File: config.mk
export PLATFORM = sky130hd
export DESIGN_NAME = multicycle_control
export DESIGN_NICKNAME = d
export VERILOG_FILES = /design/src/rtl/cpu_ctrl_pkg.sv /design/src/rtl/multicycle_control_ctrl_out_decode.sv /design/src/rtl/multicycle_control.sv
export SDC_FILE = /design/constraint.sdc
export NUM_CORES = 1
export LEC_CHECK = 0
export ABC_AREA = 0
export BUFFER_PORTS_ARGS = -buffer_cell sky130_fd_sc_hd__buf_2
export CAP_MARGIN = 20
export CORE_ASPECT_RATIO = 0.9
export CORE_MARGIN = 2
export CORE_UTILIZATION = 45
export DETAILED_ROUTE_END_ITERATION = 12
export PLACE_DENSITY = 0.71
export SLEW_MARGIN = 20
export SYNTH_ARGS = -nofsm -noshare
export SYNTH_HDL_FRONTEND = slang
export SYNTH_SLANG_ARGS = --single-unit
File: constraint.sdc
create_clock -name clk -period 2.9 [get_ports clk]
set_input_delay 0.145 -clock clk [delete_from_list [all_inputs] [get_ports clk]]
set_output_delay 0.145 -clock clk [all_outputs]
set_load 0.02 [all_outputs]
File: src/rtl/cpu_ctrl_pkg.sv
// Shared definitions for the multi-cycle CPU control path: opcodes, ALUop
// encodings, mux select encodings and the sequencer state enumeration.
package cpu_ctrl_pkg;

    localparam int OPCODE_BITS = 4;

    // Instruction opcodes
    localparam logic [3:0] OP_RTYPE = 4'b0000;
    localparam logic [3:0] OP_ADDI  = 4'b0001;
    localparam logic [3:0] OP_ANDI  = 4'b0010;
    localparam logic [3:0] OP_ORI   = 4'b0011;
    localparam logic [3:0] OP_LW    = 4'b0100;
    localparam logic [3:0] OP_SW    = 4'b0101;
    localparam logic [3:0] OP_BEQ   = 4'b0110;
    localparam logic [3:0] OP_J     = 4'b0111;
    localparam logic [3:0] OP_HALT  = 4'b1111;

    // ALUop encodings, shared with the ALU control decoder
    localparam logic [2:0] ALU_OP_RTYPE = 3'b000;
    localparam logic [2:0] ALU_OP_ADD   = 3'b010;
    localparam logic [2:0] ALU_OP_SUB   = 3'b011;
    localparam logic [2:0] ALU_OP_AND   = 3'b110;
    localparam logic [2:0] ALU_OP_OR    = 3'b111;

    // PC source select
    localparam logic [1:0] PC_SRC_ALU    = 2'b00;
    localparam logic [1:0] PC_SRC_ALUOUT = 2'b01;
    localparam logic [1:0] PC_SRC_JUMP   = 2'b10;

    // ALU B operand select
    localparam logic [1:0] ALUB_REGB = 2'b00;
    localparam logic [1:0] ALUB_ONE  = 2'b01;
    localparam logic [1:0] ALUB_IMM  = 2'b10;

    typedef enum logic [3:0] {
        S_FETCH    = 4'd0,
        S_DECODE   = 4'd1,
        S_EXEC_R   = 4'd2,
        S_EXEC_I   = 4'd3,
        S_MEM_ADDR = 4'd4,
        S_MEM_RD   = 4'd5,
        S_MEM_WR   = 4'd6,
        S_WB_ALU_R = 4'd7,
        S_WB_ALU_I = 4'd8,
        S_WB_MEM   = 4'd9,
        S_BRANCH   = 4'd10,
        S_JUMP     = 4'd11,
        S_HALT     = 4'd12,
        S_ILLEGAL  = 4'd13
    } state_t;

    // Successor of DECODE; any opcode bits above the defined field must be
    // zero for the instruction to be legal.
    function automatic state_t decode_next_state(input logic [3:0] op,
                                                 input logic op_hi_zero);
        state_t nxt;
        nxt = S_ILLEGAL;
        if (op_hi_zero) begin
            case (op)
                OP_RTYPE:                nxt = S_EXEC_R;
                OP_ADDI, OP_ANDI, OP_ORI: nxt = S_EXEC_I;
                OP_LW, OP_SW:            nxt = S_MEM_ADDR;
                OP_BEQ:                  nxt = S_BRANCH;
                OP_J:                    nxt = S_JUMP;
                OP_HALT:                 nxt = S_HALT;
                default:                 nxt = S_ILLEGAL;
            endcase
        end
        return nxt;
    endfunction

    // ALU operation for the immediate-format arithmetic/logic instructions
    function automatic logic [2:0] imm_alu_op(input logic [3:0] op);
        logic [2:0] aop;
        case (op)
            OP_ANDI: aop = ALU_OP_AND;
            OP_ORI:  aop = ALU_OP_OR;
            default: aop = ALU_OP_ADD;
        endcase
        return aop;
    endfunction

endpackage

File: src/rtl/multicycle_control_ctrl_out_decode.sv
// Combinational control-vector decode for the multi-cycle sequencer. Outputs
// are Moore-decoded from the state, except the FETCH write enables (qualified
// by mem_ready) and the BRANCH PC write (qualified by zero).
module ctrl_out_decode
    import cpu_ctrl_pkg::*;
(
    input  logic [3:0] state,
    input  logic [3:0] op,
    input  logic       zero,
    input  logic       mem_ready,
    output logic       mem_req,
    output logic       mem_we,
    output logic       iord,
    output logic       ir_write,
    output logic       pc_write,
    output logic [1:0] pc_src,
    output logic       alu_src_a,
    output logic [1:0] alu_src_b,
    output logic [2:0] alu_op,
    output logic       reg_write,
    output logic       reg_dst,
    output logic       mem_to_reg,
    output logic       halted,
    output logic       illegal
);

    state_t st;
    assign st = state_t'(state);

    // Decode the current state into datapath enables and selects
    always_comb begin
        mem_req    = 1'b0;
        mem_we     = 1'b0;
        iord       = 1'b0;
        ir_write   = 1'b0;
        pc_write   = 1'b0;
        pc_src     = PC_SRC_ALU;
        alu_src_a  = 1'b0;
        alu_src_b  = ALUB_REGB;
        alu_op     = ALU_OP_RTYPE;
        reg_write  = 1'b0;
        reg_dst    = 1'b0;
        mem_to_reg = 1'b0;
        halted     = 1'b0;
        illegal    = 1'b0;
        case (st)
            S_FETCH: begin
                mem_req   = 1'b1;
                alu_src_b = ALUB_ONE;
                alu_op    = ALU_OP_ADD;
                ir_write  = mem_ready;
                pc_write  = mem_ready;
                pc_src    = PC_SRC_ALU;
            end
            S_DECODE: begin
                alu_src_b = ALUB_IMM;
                alu_op    = ALU_OP_ADD;
            end
            S_EXEC_R: begin
                alu_src_a = 1'b1;
                alu_src_b = ALUB_REGB;
                alu_op    = ALU_OP_RTYPE;
            end
            S_EXEC_I: begin
                alu_src_a = 1'b1;
                alu_src_b = ALUB_IMM;
                alu_op    = imm_alu_op(op);
            end
            S_MEM_ADDR: begin
                alu_src_a = 1'b1;
                alu_src_b = ALUB_IMM;
                alu_op    = ALU_OP_ADD;
            end
            S_MEM_RD: begin
                mem_req = 1'b1;
                iord    = 1'b1;
            end
            S_MEM_WR: begin
                mem_req = 1'b1;
                mem_we  = 1'b1;
                iord    = 1'b1;
            end
            S_WB_ALU_R: begin
                reg_write = 1'b1;
                reg_dst   = 1'b1;
            end
            S_WB_ALU_I: begin
                reg_write = 1'b1;
            end
            S_WB_MEM: begin
                reg_write  = 1'b1;
                mem_to_reg = 1'b1;
            end
            S_BRANCH: begin
                alu_src_a = 1'b1;
                alu_src_b = ALUB_REGB;
                alu_op    = ALU_OP_SUB;
                pc_src    = PC_SRC_ALUOUT;
                pc_write  = zero;
            end
            S_JUMP: begin
                pc_write = 1'b1;
                pc_src   = PC_SRC_JUMP;
            end
            S_HALT: begin
                halted = 1'b1;
            end
            S_ILLEGAL: begin
                illegal = 1'b1;
            end
            default: begin
            end
        endcase
    end

endmodule

File: src/rtl/multicycle_control.sv
// Main sequencer for the multi-cycle CPU. Holds the state register, the opcode
// latch and the retired-instruction counter; the control vector is decoded by
// ctrl_out_decode and forced to zero while rst_n is low so an in-flight memory
// request is dropped the moment reset asserts. Assumes OPW >= 4.
module multicycle_control
    import cpu_ctrl_pkg::*;
#(
    parameter int OPW  = 4,
    parameter int CNTW = 16
) (
    input  logic            clk,
    input  logic            rst_n,
    input  logic [OPW-1:0]  opcode,
    input  logic            zero,
    input  logic            mem_ready,
    output logic            mem_req,
    output logic            mem_we,
    output logic            iord,
    output logic            ir_write,
    output logic            pc_write,
    output logic [1:0]      pc_src,
    output logic            alu_src_a,
    output logic [1:0]      alu_src_b,
    output logic [2:0]      alu_op,
    output logic            reg_write,
    output logic            reg_dst,
    output logic            mem_to_reg,
    output logic            halted,
    output logic            illegal,
    output logic [CNTW-1:0] retired
);

    state_t     state;
    logic [3:0] op_q;
    logic       op_hi_zero;

    logic       d_mem_req;
    logic       d_mem_we;
    logic       d_iord;
    logic       d_ir_write;
    logic       d_pc_write;
    logic [1:0] d_pc_src;
    logic       d_alu_src_a;
    logic [1:0] d_alu_src_b;
    logic [2:0] d_alu_op;
    logic       d_reg_write;
    logic       d_reg_dst;
    logic       d_mem_to_reg;
    logic       d_halted;
    logic       d_illegal;

    assign op_hi_zero = ((opcode >> OPCODE_BITS) == '0);

    // Sequencer state, opcode latch and retired-instruction counter
    always_ff @(posedge clk or negedge rst_n) begin
        if (!rst_n) begin
            state   <= S_FETCH;
            op_q    <= '0;
            retired <= '0;
        end else begin
            case (state)
                S_FETCH: begin
                    if (mem_ready) state <= S_DECODE;
                end
                S_DECODE: begin
                    op_q  <= opcode[3:0];
                    state <= decode_next_state(opcode[3:0], op_hi_zero);
                end
                S_EXEC_R:   state <= S_WB_ALU_R;
                S_EXEC_I:   state <= S_WB_ALU_I;
                S_MEM_ADDR: state <= (op_q == OP_SW) ? S_MEM_WR : S_MEM_RD;
                S_MEM_RD: begin
                    if (mem_ready) state <= S_WB_MEM;
                end
                S_MEM_WR: begin
                    if (mem_ready) begin
                        state   <= S_FETCH;
                        retired <= retired + CNTW'(1);
                    end
                end
                S_WB_ALU_R, S_WB_ALU_I, S_WB_MEM, S_BRANCH, S_JUMP: begin
                    state   <= S_FETCH;
                    retired <= retired + CNTW'(1);
                end
                S_HALT:    state <= S_HALT;
                S_ILLEGAL: state <= S_ILLEGAL;
                default:   state <= S_FETCH;
            endcase
        end
    end

    ctrl_out_decode u_decode (
        .state      (state),
        .op         (op_q),
        .zero       (zero),
        .mem_ready  (mem_ready),
        .mem_req    (d_mem_req),
        .mem_we     (d_mem_we),
        .iord       (d_iord),
        .ir_write   (d_ir_write),
        .pc_write   (d_pc_write),
        .pc_src     (d_pc_src),
        .alu_src_a  (d_alu_src_a),
        .alu_src_b  (d_alu_src_b),
        .alu_op     (d_alu_op),
        .reg_write  (d_reg_write),
        .reg_dst    (d_reg_dst),
        .mem_to_reg (d_mem_to_reg),
        .halted     (d_halted),
        .illegal    (d_illegal)
    );

    assign mem_req    = rst_n & d_mem_req;
    assign mem_we     = rst_n & d_mem_we;
    assign iord       = rst_n & d_iord;
    assign ir_write   = rst_n & d_ir_write;
    assign pc_write   = rst_n & d_pc_write;
    assign pc_src     = rst_n ? d_pc_src : 2'b00;
    assign alu_src_a  = rst_n & d_alu_src_a;
    assign alu_src_b  = rst_n ? d_alu_src_b : 2'b00;
    assign alu_op     = rst_n ? d_alu_op : 3'b000;
    assign reg_write  = rst_n & d_reg_write;
    assign reg_dst    = rst_n & d_reg_dst;
    assign mem_to_reg = rst_n & d_mem_to_reg;
    assign halted     = rst_n & d_halted;
    assign illegal    = rst_n & d_illegal;

endmodule

==> results.txt <==
The data required time at the worst endpoint is roughly 2800 ps. The worst-case IR drop observed on VDD is 0.468 mV. The sink count of the clock tree is 24.

The total nets after synthesis is about 170. After detailed routing, the number of vias per cell comes to approximately 5.5. The insertion delay of the later-clocked pin in the worst-skew pair came out at ~320 ps. The final design instance area without fill came out at about 1700 um2. The Yosys warning count came out at 0. The first global-routing pass estimated ~5500 um of wire.

The final layout contains routed wiring with a total length of 3370 um. CTS built an H-tree with a depth of 1. The synthesis-stage register bit count is 24. The tool flagged a number of max-cap violations equal to 0. The count of vias placed by the detailed router came out at about 1300. Yosys attributes the largest share of cell area to dfrtp_1 (41%), xor2_1 (7.8%), nor2_1 (3.8%).

Counting flops with an async set or reset pin after synthesis yields a share of 1.00. Setup repair after global routing left no endpoint under its margin. The worst-margin pin slew is 812 ps.

Once placement finished, the instance area stood at 1680 um2. The placed wire-length estimate came out at between 2000 and 3000 um. The number of flops mapped to enable cells by yosys came out at 0.

For this run, the register share of the synthesized area comes to 0.411. Of the available clock period, the critical path in the final layout requires 0.802. Post-CTS timing repair inserted 0 buffers for setup. The accumulated negative setup slack is 0 ps.

The starting utilization of the core area came out at 0.477. After synthesis the cells add up to 1460 um2. The number of nets in the final layout came out at a little over 200. The tree is rooted in a clkbuf_4.

The average cell area after synthesis came out at 9.38 um2. The number of iterations in the first detailed-routing pass is 4. The number of global-route vias before repair is roughly 1100. The startpoint of the lowest-slack hold path is opcode[0]. The portion of total power attributed to sequential cells is 0.388. For this run, design rule violations remaining after detail routing come to 0. The final hold violation count is 0. Summed over all instances, the cell type with the most area after synthesis is dfrtp_1.

No sink is reached through more buffers than the 2 on the longest clock path. TritonCTS built the clock tree. The flow ran to the end, and the final reports show no timing, DRC or antenna violations. The total power density per cell area is slightly below 900 nW/um2. The fraction of layout cells with a size suffix above 1 is 0.289. The startpoint identified for the worst register-to-register timing path is state[3]$_DFFE_PN0P_. The total die area came out at approximately 3700 um2. The largest net degree at the start of global routing came out at 25.

The max-slew violation total from the final report came to 0. Headroom to the max-slew limit came out at 0.459. The routed length per instance came out at between 10 and 15 um. The number of different library cells used by synthesis comes to between 40 and 50. The worst path needs ~2300 ps of the cycle, external delays included. The register clock-pin slew on the reported worst setup and hold paths is 120 ps. The data arrival time of the critical path is 2180 ps. The first routing iteration left 93 violations. The launching instance or port of the critical path is state[1]$_DFFE_PN0P_. The total global-route track usage came out at 0.194. The global route total overflow is 0.

The worst hold path belongs to the class in2reg. The setup path with the least slack is of type reg2out. In this run the remaining antenna-violating nets after routing total 0.

STA classifies the critical path startpoint as a register. The final count of negative-setup-slack endpoints is 0. The post-synthesis cell count came out at between 150 and 200. Measured along the x axis, the die boundary spans approximately 64 um. For this run, the leading register cell type out of synthesis is dfrtp_1. Final hold analysis gives a worst-case slack of between 100 and 150 ps.

In the post-synthesis netlist, the cell with the most instances is dfrtp_1. Routability-driven placement finished with a final weighted congestion of 0.872. In this run the core area contains 19 standard-cell rows. By count the netlist is led by dfrtp_1 (24), nor2_1 (15), nand2_1 (14). STA classifies the critical path endpoint as an output port. The share of total power in the clock network came out at 0.154. The part of the power in combinational logic is 0.458.

The switching power of the nets is 0.000679 W. In this run, CTS created clock tree buffers numbering 3. The final worst clock skew is roughly 13 ps. 42 I/O pins were placed.

The final core utilization came out at 0.569. The chip height is a little under 60 um. Timing would allow up to about 430 MHz. The core area came out at ~3000 um2. The antenna diode count came out at 0. The leakage power summed over all cells is around 0.89 nW. Buffers placed on the I/O ports in this run total 41. The area fraction of the dominant cell type after synthesis came out at 0.411. The area growth from synthesis to final layout came out at 19.2%. The cell-internal power came out at between 0.0008 and 0.0009 W. Of the total power, the share spent switching nets is 0.442. Along the worst path, the maximum fanout reaches 20. The number of antenna violations at the first check in global routing is 0.
==> through the flow <==
step	power, W	setup WS, ps	cells
4_1_cts	0.00154	587	236
5_1_grt	0.00165	448	236
6_report	0.00154	575	236
3_5_place_dp	0.00130	923	231
2_1_floorplan	0.00112	1080	156
3_3_place_gp	0.00127	1000	231
==> cell type report <==
cell class	count	area [um2]
clock buffers	3	22.5
inverters	4	15.0
flip-flops and latches	24	601
fillers	301	1320
well taps	42	52.6
multi-input cells	119	801
clock inverters	1	30.0
repair buffers	43	223
==> per-layer routing <==
metal,up-vias,wire [um],global-route usage
met4,0,51,0.0881
met5,-,0,0
met2,41,1580,0.304
met1,609,1590,0.274
li1,636,-,-
met3,4,152,0.0233
==> power by group through the flow <==
stage / sequential [W] / combinational (W) / clock [W]
6_report: 0.000596 / 0.000704 / 0.000237
5_1_grt: 0.000619 / 0.000779 / 0.000257
4_1_cts: 0.000592 / 0.000708 / 0.000244
3_5_place_dp: 0.000601 / 0.000703 / 0
3_3_place_gp: 0.000587 / 0.000683 / 0
2_1_floorplan: 0.000538 / 0.000585 / 0
==> path summary, 6_finish.rpt <==
path / to / slack, ps / depth (start not counted)
worst max-delay path: alu_op[0] / 570 / 5
worst min-delay path: op_q[0]$_DFFE_PN0P_ / 110 / 2
worst max register to register: retired[1]$_DFFE_PN0P_ / 890 / 3
worst min register to register: retired[15]$_DFFE_PN0P_ / 490 / 1
max in group asynchronous: state[0]$_DFFE_PN0P_ / 2180 / 3
min in group asynchronous: retired[0]$_DFFE_PN0P_ / 480 / 3
==> placed cells by master, fill, tap and decap left out, types with 4 or more instances in the layout <==
master and n:
buf_2 41, dfrtp_1 24, nor2_1 15, nand2_1 14, xor2_1 13, nand3_1 8, nor3_1 6, and2_1 4
inv_1 4, nand2b_1 4, mux2_2 4, nor4_1 4
==> critical path: stages, from the launching register on <==
cell and delay, ps:
dfrtp_1 720, nand2_1 200, or4b_1 540, o22a_1 180
nor2_1 70, buf_2 160
==> state kept, by name, indices dropped and copies added, names as in the netlist <==
name     flops
retired     16
op_q         4
state        4
==> kinds of logic after synthesis <==
| logic type | count (synthesis) | synth area share |
|---|---|---|
| compound gates | 20 | 0.102 |
| xor+xnor | 15 | 0.0898 |
| fa+ha+maj | 2 | 0.0154 |
| buf+inv | 13 | 0.0419 |
| flops | 24 | 0.411 |
| mux | 7 | 0.0522 |
| simple gates | 75 | 0.288 |
==> timing repair <==
action	in CTS	in global routing
setup endpoints to repair	0	0
endpoints found under the hold margin	24	0
hold buffers	1	0
resized for setup	0	0
Note: power is estimated with default switching activity, not from simulation.
